`config.mk`:
```
export PLATFORM = sky130hd
export DESIGN_NAME = param_loader
export DESIGN_NICKNAME = d
export VERILOG_FILES = /design/src/rtl/param_loader.sv
export SDC_FILE = /design/constraint.sdc
export NUM_CORES = 1
export LEC_CHECK = 0
export CORE_MARGIN = 1.5
export CORE_UTILIZATION = 47
export CTS_CLUSTER_DIAMETER = 50
export DETAILED_ROUTE_END_ITERATION = 10
export PLACE_DENSITY = 0.79
export REMOVE_ABC_BUFFERS = 1
export SYNTH_ARGS = -nofsm -noshare
export SYNTH_HDL_FRONTEND = slang
export SYNTH_SLANG_ARGS = --single-unit
```
`constraint.sdc`:
```
create_clock -name clk -period 6.15 [get_ports clk]
set_clock_uncertainty 0.1 [all_clocks]
set_input_delay 1.23 -clock clk [delete_from_list [all_inputs] [get_ports clk]]
set_output_delay 1.23 -clock clk [all_outputs]
set_load 0.03 [all_outputs]
```
`src/rtl/param_loader.sv`:
```
`default_nettype none
// ============================================================================
// Module   : param_loader
// Brief    : Unpacks host command/data words into write ports on the image,
//            conv, dense-weight and dense-bias RAMs with auto-increment address.
//            Optional macro LOADER_CHECKSUM_EN adds a 16-bit written-byte sum.
// Revision : 1.0 - initial release
// ============================================================================
module param_loader #(
    parameter int IMG_AW = 10,
    parameter int PRM_AW = 15,
    parameter int CNT_W  = 15
) (
    input  logic              clk,
    input  logic              reset,
    input  logic              cmd_valid,
    input  logic [31:0]       cmd_data,
    input  logic              data_valid,
    input  logic [31:0]       data_word,
    output logic              data_ready,
    output logic [3:0]        wren_image,
    output logic [31:0]       image_data,
    output logic [IMG_AW-1:0] image_addr,
    output logic              wren_conv,
    output logic              wren_dense,
    output logic              wren_denseb,
    output logic [7:0]        prm_data,
    output logic [PRM_AW-1:0] prm_addr,
    output logic              busy,
    output logic              done,
    output logic              err,
    output logic [15:0]       checksum
);

    localparam logic [1:0] c_TGT_IMG   = 2'd0;
    localparam logic [1:0] c_TGT_CONV  = 2'd1;
    localparam logic [1:0] c_TGT_DENSE = 2'd2;
    localparam logic [1:0] c_TGT_BIAS  = 2'd3;

    typedef enum logic [1:0] {
        S_IDLE   = 2'd0,
        S_LOAD   = 2'd1,
        S_UNPACK = 2'd2,
        S_FIN    = 2'd3
    } state_t;

    state_t             state_q;
    logic [1:0]         tgt_q;
    logic [PRM_AW-1:0]  addr_q;
    logic [CNT_W-1:0]   rem_q;
    logic [31:0]        word_q;
    logic [1:0]         idx_q;

    logic               data_ready_q;
    logic [3:0]         wren_image_q;
    logic [31:0]        image_data_q;
    logic [IMG_AW-1:0]  image_addr_q;
    logic               wren_conv_q;
    logic               wren_dense_q;
    logic               wren_denseb_q;
    logic [7:0]         prm_data_q;
    logic [PRM_AW-1:0]  prm_addr_q;
    logic               busy_q;
    logic               done_q;
    logic               err_q;

    logic               w_cmd_accept;
    logic               w_cnt_zero;
    logic [7:0]         w_byte;

    assign w_cmd_accept = (state_q == S_IDLE) && cmd_valid;
    assign w_cnt_zero   = (cmd_data[31:17] == 15'd0);
    assign w_byte       = word_q[8*idx_q +: 8];

    always_ff @(posedge clk or posedge reset) begin
        if (reset) begin
            state_q       <= S_IDLE;
            tgt_q         <= '0;
            addr_q        <= '0;
            rem_q         <= '0;
            word_q        <= '0;
            idx_q         <= '0;
            data_ready_q  <= 1'b0;
            wren_image_q  <= '0;
            image_data_q  <= '0;
            image_addr_q  <= '0;
            wren_conv_q   <= 1'b0;
            wren_dense_q  <= 1'b0;
            wren_denseb_q <= 1'b0;
            prm_data_q    <= '0;
            prm_addr_q    <= '0;
            busy_q        <= 1'b0;
            done_q        <= 1'b0;
            err_q         <= 1'b0;
        end else begin
            done_q        <= 1'b0;
            wren_image_q  <= '0;
            wren_conv_q   <= 1'b0;
            wren_dense_q  <= 1'b0;
            wren_denseb_q <= 1'b0;

            // A data beat arriving alongside an accepted command still counts as an error
            if (w_cmd_accept)
                err_q <= data_valid;
            else if (cmd_valid || (data_valid && !data_ready_q))
                err_q <= 1'b1;

            case (state_q)
                S_IDLE: begin
                    if (cmd_valid) begin
                        tgt_q  <= cmd_data[1:0];
                        addr_q <= (cmd_data[1:0] == c_TGT_IMG) ? PRM_AW'(cmd_data[IMG_AW+1:2])
                                                               : PRM_AW'(cmd_data[16:2]);
                        rem_q  <= CNT_W'(cmd_data[31:17]);
                        if (w_cnt_zero) begin
                            state_q <= S_FIN;
                        end else begin
                            state_q      <= S_LOAD;
                            busy_q       <= 1'b1;
                            data_ready_q <= 1'b1;
                        end
                    end
                end
                S_LOAD: begin
                    if (data_valid) begin
                        if (tgt_q == c_TGT_IMG) begin
                            wren_image_q <= 4'hF;
                            image_data_q <= data_word;
                            image_addr_q <= addr_q[IMG_AW-1:0];
                            addr_q       <= addr_q + PRM_AW'(1);
                            rem_q        <= rem_q - CNT_W'(1);
                            if (rem_q == CNT_W'(1)) begin
                                state_q      <= S_FIN;
                                data_ready_q <= 1'b0;
                            end
                        end else begin
                            word_q       <= data_word;
                            idx_q        <= 2'd0;
                            state_q      <= S_UNPACK;
                            data_ready_q <= 1'b0;
                        end
                    end
                end
                S_UNPACK: begin
                    wren_conv_q   <= (tgt_q == c_TGT_CONV);
                    wren_dense_q  <= (tgt_q == c_TGT_DENSE);
                    wren_denseb_q <= (tgt_q == c_TGT_BIAS);
                    prm_data_q    <= w_byte;
                    prm_addr_q    <= addr_q;
                    addr_q        <= addr_q + PRM_AW'(1);
                    rem_q         <= rem_q - CNT_W'(1);
                    idx_q         <= idx_q + 2'd1;
                    // Leftover bytes of a short final word are simply never emitted
                    if (rem_q == CNT_W'(1)) begin
                        state_q <= S_FIN;
                    end else if (idx_q == 2'd3) begin
                        state_q      <= S_LOAD;
                        data_ready_q <= 1'b1;
                    end
                end
                default: begin
                    done_q  <= 1'b1;
                    busy_q  <= 1'b0;
                    state_q <= S_IDLE;
                end
            endcase
        end
    end

`ifdef LOADER_CHECKSUM_EN
    logic [15:0] cks_q;
    logic [15:0] cks_d;

    always_comb begin
        cks_d = cks_q;
        if (w_cmd_accept)
            cks_d = '0;
        else if (state_q == S_LOAD && data_valid && tgt_q == c_TGT_IMG)
            cks_d = cks_q + 16'(data_word[7:0]) + 16'(data_word[15:8])
                          + 16'(data_word[23:16]) + 16'(data_word[31:24]);
        else if (state_q == S_UNPACK)
            cks_d = cks_q + 16'(w_byte);
    end

    always_ff @(posedge clk or posedge reset) begin
        if (reset)
            cks_q <= '0;
        else
            cks_q <= cks_d;
    end

    assign checksum = cks_q;
`else
    assign checksum = 16'h0000;
`endif

    assign data_ready  = data_ready_q;
    assign wren_image  = wren_image_q;
    assign image_data  = image_data_q;
    assign image_addr  = image_addr_q;
    assign wren_conv   = wren_conv_q;
    assign wren_dense  = wren_dense_q;
    assign wren_denseb = wren_denseb_q;
    assign prm_data    = prm_data_q;
    assign prm_addr    = prm_addr_q;
    assign busy        = busy_q;
    assign done        = done_q;
    assign err         = err_q;

endmodule
`default_nettype wire

```
Word-level counts from Yosys, hierarchy flattened --
Cells that the tools add are included.
Word-level totals: register bits 144, bits of input ports 68, word-level logic and storage cells 99
Operators by class: $add $sub $neg 3, equality and inequality tests 16, shift-type cells 1, mux-type cells 38, bitwise gates (word level) 2, reduce and logical (&&, ||, !) cells 21
Operators by type and width (number):
- $mux 15 | 7
- $pmux 15 s3 | 2
- $shiftx 32x6->8 | 1
- $mux 2 | 9
- $add 15x1->15 const B | 1
- $eq 15x1->1 const B | 1
- $logic_not 15->1 | 1
- $sub 15x1->15 const B | 1
- $ne 2x2->1 const B | 7
- $mux 1 | 13
- $mux 4 | 3
- $reduce_and 3->1 | 4
- $eq 2x2->1 const B | 4
- $reduce_and 4->1 | 2
- $reduce_and 7->1 | 1
- $logic_not 2->1 | 3
- $ne 3x3->1 const B | 2
- $pmux 2 s3 | 1
- $eq 2x1->1 const B | 2
- $pmux 2 s2 | 1
- $reduce_bool 2->1 | 2
- $pmux 1 s3 | 1
- $reduce_bool 3->1 | 1
- $reduce_or 3->1 | 1
- 8 further kinds | 10

Logic depth before layout (Yosys ltp) --
depth in word-level cells 5, mapped depth 8, gate-level depth less buffers 6

Least setup slack after synthesis --
OpenSTA, ideal clock, no wires.
path type input -> register, start point in data_valid, end point reg addr_q[0], setup time 0.126 ns, data arrival time 2.250 ns, path slack 3.673 ns, stages 6, cells stage by stage nor2b_1 or4_4 buf_6 buf_2 a21oi_1 mux2i_1
On the way: word-level cells in the longest chain between the ends 2
Ends and longest elaborated chain:
- start, declared | RTL line 18 | input logic data_valid,
- $ne 2x2->1 (no source line)
- $reduce_and 4->1 (no source line)
- end signal, assigned | RTL line 112 | addr_q <= (cmd_data[1:0] == c_TGT_IMG) ? PRM_AW'(cmd_data[IMG_AW+1:2])
- end signal, assigned | RTL line 130 | addr_q <= addr_q + PRM_AW'(1);
- end signal, assigned | RTL line 150 | addr_q <= addr_q + PRM_AW'(1);
- end, declared | RTL line 49 | logic [PRM_AW-1:0] addr_q;
Every way passes these cells. A chain may end at the register's enable or synchronous reset.

Worst setup path after layout --
start point reg state_q[1], end point reg addr_q[9]
On the way: word-level cells in the longest chain between the ends 3, elaborated cells between the ends (all ways) 9, those cells by class eq/ne: 5; mux: 1; reduce/logical: 3
Ends and longest elaborated chain:
- start, declared | RTL line 47 | state_t state_q;
- start signal, assigned | RTL line 77 | state_q <= S_IDLE;
- start signal, assigned | RTL line 116 | state_q <= S_FIN;
- start signal, assigned | RTL line 118 | state_q <= S_LOAD;
- $eq 2x1->1, or another cell as far along | RTL line 108 | case (state_q)
- $ne 2x2->1 (no source line) / $reduce_bool 3->1 (equally long branches)
- $reduce_and 4->1 (no source line)
Several ways; a longest one is shown, not always the timed one.

==> qor.csv <==
metric;value;unit
status;finished, final reports clean;
die_h;122;µm
diodes;0;
rsz0062_at_grt;false;
finalMaxSlewViolations;0;
routabilityCongestion;0.874;
fp.dieArea;14900;µm²
finalWirelength;15500;µm
place_ws;2730;ps
avgViaCountPerCell;5.59;
tns;0;ps
drt_iter0_markers;359;
nFillCells;1047;
min_period;3350;ps
ys_seq_elements;141;
dp_hpwl;10500;µm
ctsHoldBuffers;0;
dr.pass1.iters;6;
peakVddDrop;0.339;mV
fin_ws;2800;ps
cts_resized;0;
maxSlewHeadroom;31.0;%
path_max_fanout;62;
finalCritPeriodShare;54.5;%
cts_buffers;17;
start_util;48.0;%
post_dp_cell_area;8120;µm²
rows;43;
fmax;298;MHz
grt_pass1_vias;4974;
hold_class;reg2reg;
htreeDepth;4;
synth_area;6660;µm²
hold_slack;401;ps
cts_tree;built;
nets;746;
drive_above_1_share;23.6;%
clk_latency;420;ps
synthToLayoutAreaGrowth;31.8;%
core;13900;µm²
grt_usage;21.9;%
antenna_found_initial;0;
worst_pin_slew;1030;ps
clk_pin_slew;60;ps
clock-sinks;141;
maxCapViolCount;0;
r2r_slack;2800;ps
grt_overflow;0;
grt_max_degree;109;
synth.distinct_cells;58;
ios;160;
drtAntennaViolNets;0;
cts-root-buf;clkbuf_16;
leakagePower;3.59;nW
end_kind;flop;
dr_total_vias;4827;
avgSynthCellArea;12.3;µm²
wl_per_cell;17.9;µm
remaining_drc_errors;0;
grt_pass1_wl;25000;µm
synth_edf_count;0;
post_cts_buffers;0;
cp.arrival;3530;ps
dp.cells;831;
design_area;8780;µm²
synthArstFlopShare;100;%
power_density;626;nW/µm²
synth_cells;540;
reg2reg_depth;6;
cts_buffer_depth;2;
yosysWarnings;0;
port_buffers;143;
start_kind;flop;
die_w;122;µm
criticalPathCategory;reg2reg;
synth_ff_type;dfrtp_1;
critPathRequiredTime;6330;ps
fin_cells;863;
finalSetupViolCount;0;
seq_area_frac_synth;53.0;%
hold_viol_final;0;
worstHoldPathCells;1;
worst max-delay path, cell delays in order, from the launching register on:
cell and delay, ps:
dfrtp_1 380, inv_1 90, ha_2 1030, clkinv_1 750, or4_1 670, o21ai_0 80, a21oi_1 90
flip-flops by register name, indices dropped and copies added (netlist names), 2 cells and up:
signal / flops
image_data: 32
tgt_q: 2
prm_addr: 15
rem_q: 15
idx_q: 2
image_addr: 10
word_q: 32
state_q: 2
addr_q: 15
prm_data: 8
cell usage in the layout (no fill, tap or decap), types with 5 or more instances in the layout:
cell             synthesis  final
a21oi_1                 24     24
ha_1                     8      7
inv_1                   13     12
mux2i_1                  5      5
nor2_1                  12     12
nand2b_1                 6      6
buf_4                   19      5
o22ai_1                 12     12
a31oi_1                  6      6
mux2_2                 100    100
nand4_1                 10     10
bufinv_16                0      6
conb_1                   1     16
nor4_1                   7      7
dfrtp_1                141    141
nor3_1                  10     10
clkbuf_16                0     17
nor3b_1                  5      5
o21ai_0                 15     15
clkdlybuf4s50_1          0    143
nand3_1                 16     16
nand2_1                 25     25
mux4_2                   8      8
kinds of logic after synthesis:
| logic type | after synthesis | synth area share [%] |
|---|---|---|
| AND/OR/NAND/NOR | 119 | 10.5 |
| flip-flops | 141 | 53.0 |
| AO/OA/AOI/OAI | 92 | 9.24 |
| other | 1 | 0.0563 |
| adder cells (fa/ha/maj) | 8 | 1.50 |
| buffers and inverters | 66 | 5.37 |
| multiplexers | 113 | 20.4 |
final timing paths:
path,end,start
max,addr_q[9],state_q[1]
min,word_q[7],word_q[7]
max reg2reg,addr_q[9],state_q[1]
min reg2reg,word_q[7],word_q[7]
max in group asynchronous,wren_dense,reset
min in group asynchronous,image_data[1],reset
power by group:
group          internal [mW]  switching (mW)  total (mW)
logic                   1.20            1.40        2.59
registers               1.39           0.365        1.76
clock network          0.770           0.377        1.15
total                   3.36            2.14        5.50
area by class of cell:
cell class                 count  area (µm²)  share of cell area, %
timing repair buffer         148        1470                   16.7
inverter                      14        57.6                  0.656
tap                          180         225                   2.57
multi-input combinational    348        2840                   32.3
sequential                   141        3530                   40.2
clock inverter                11         214                   2.44
clock buffer                  21         450                   5.13
per-layer routing:
metal	part of all wire, %	wire length, µm	vias to the layer above	track usage (%)
met5	0	0	-	0
met4	0.76	117	0	5.96
met3	7.8	1210	10	7.91
met2	50	7720	185	36.4
met1	42	6440	2415	27.0
li1	-	-	2217	-
cell usage after synthesis, types with 4 or more instances:
| cell | number | area [µm²] |
|---|---|---|
| buf_2 | 13 | 65.1 |
| dfrtp_1 | 141 | 3530 |
| nor3b_1 | 5 | 37.5 |
| inv_1 | 13 | 48.8 |
| a31oi_1 | 6 | 37.5 |
| buf_4 | 19 | 143 |
| o22ai_1 | 12 | 75.1 |
| mux2i_1 | 5 | 50.1 |
| mux2_2 | 100 | 1130 |
| nor2_1 | 12 | 45.0 |
| mux4_2 | 8 | 180 |
| o2bb2ai_1 | 4 | 35.0 |
| o21ai_0 | 15 | 75.1 |
| and3_1 | 4 | 25.0 |
| nand4_1 | 10 | 62.6 |
| a21oi_1 | 24 | 120 |
| nand3_1 | 16 | 80.1 |
| clkbuf_1 | 16 | 60.1 |
| nor3_1 | 10 | 50.1 |
| ha_1 | 8 | 100 |
| nand2_1 | 25 | 93.8 |
| nor4_1 | 7 | 43.8 |
| nand2b_1 | 6 | 37.5 |
stage by stage:
step	util (%)	total power, mW
detailed placement	58.5	4.34
global route	63.3	5.82
global placement	58.5	4.23
CTS	63.3	5.53
finish	63.3	5.50
floorplan	-	3.44
(Power assumes the default switching activity.)
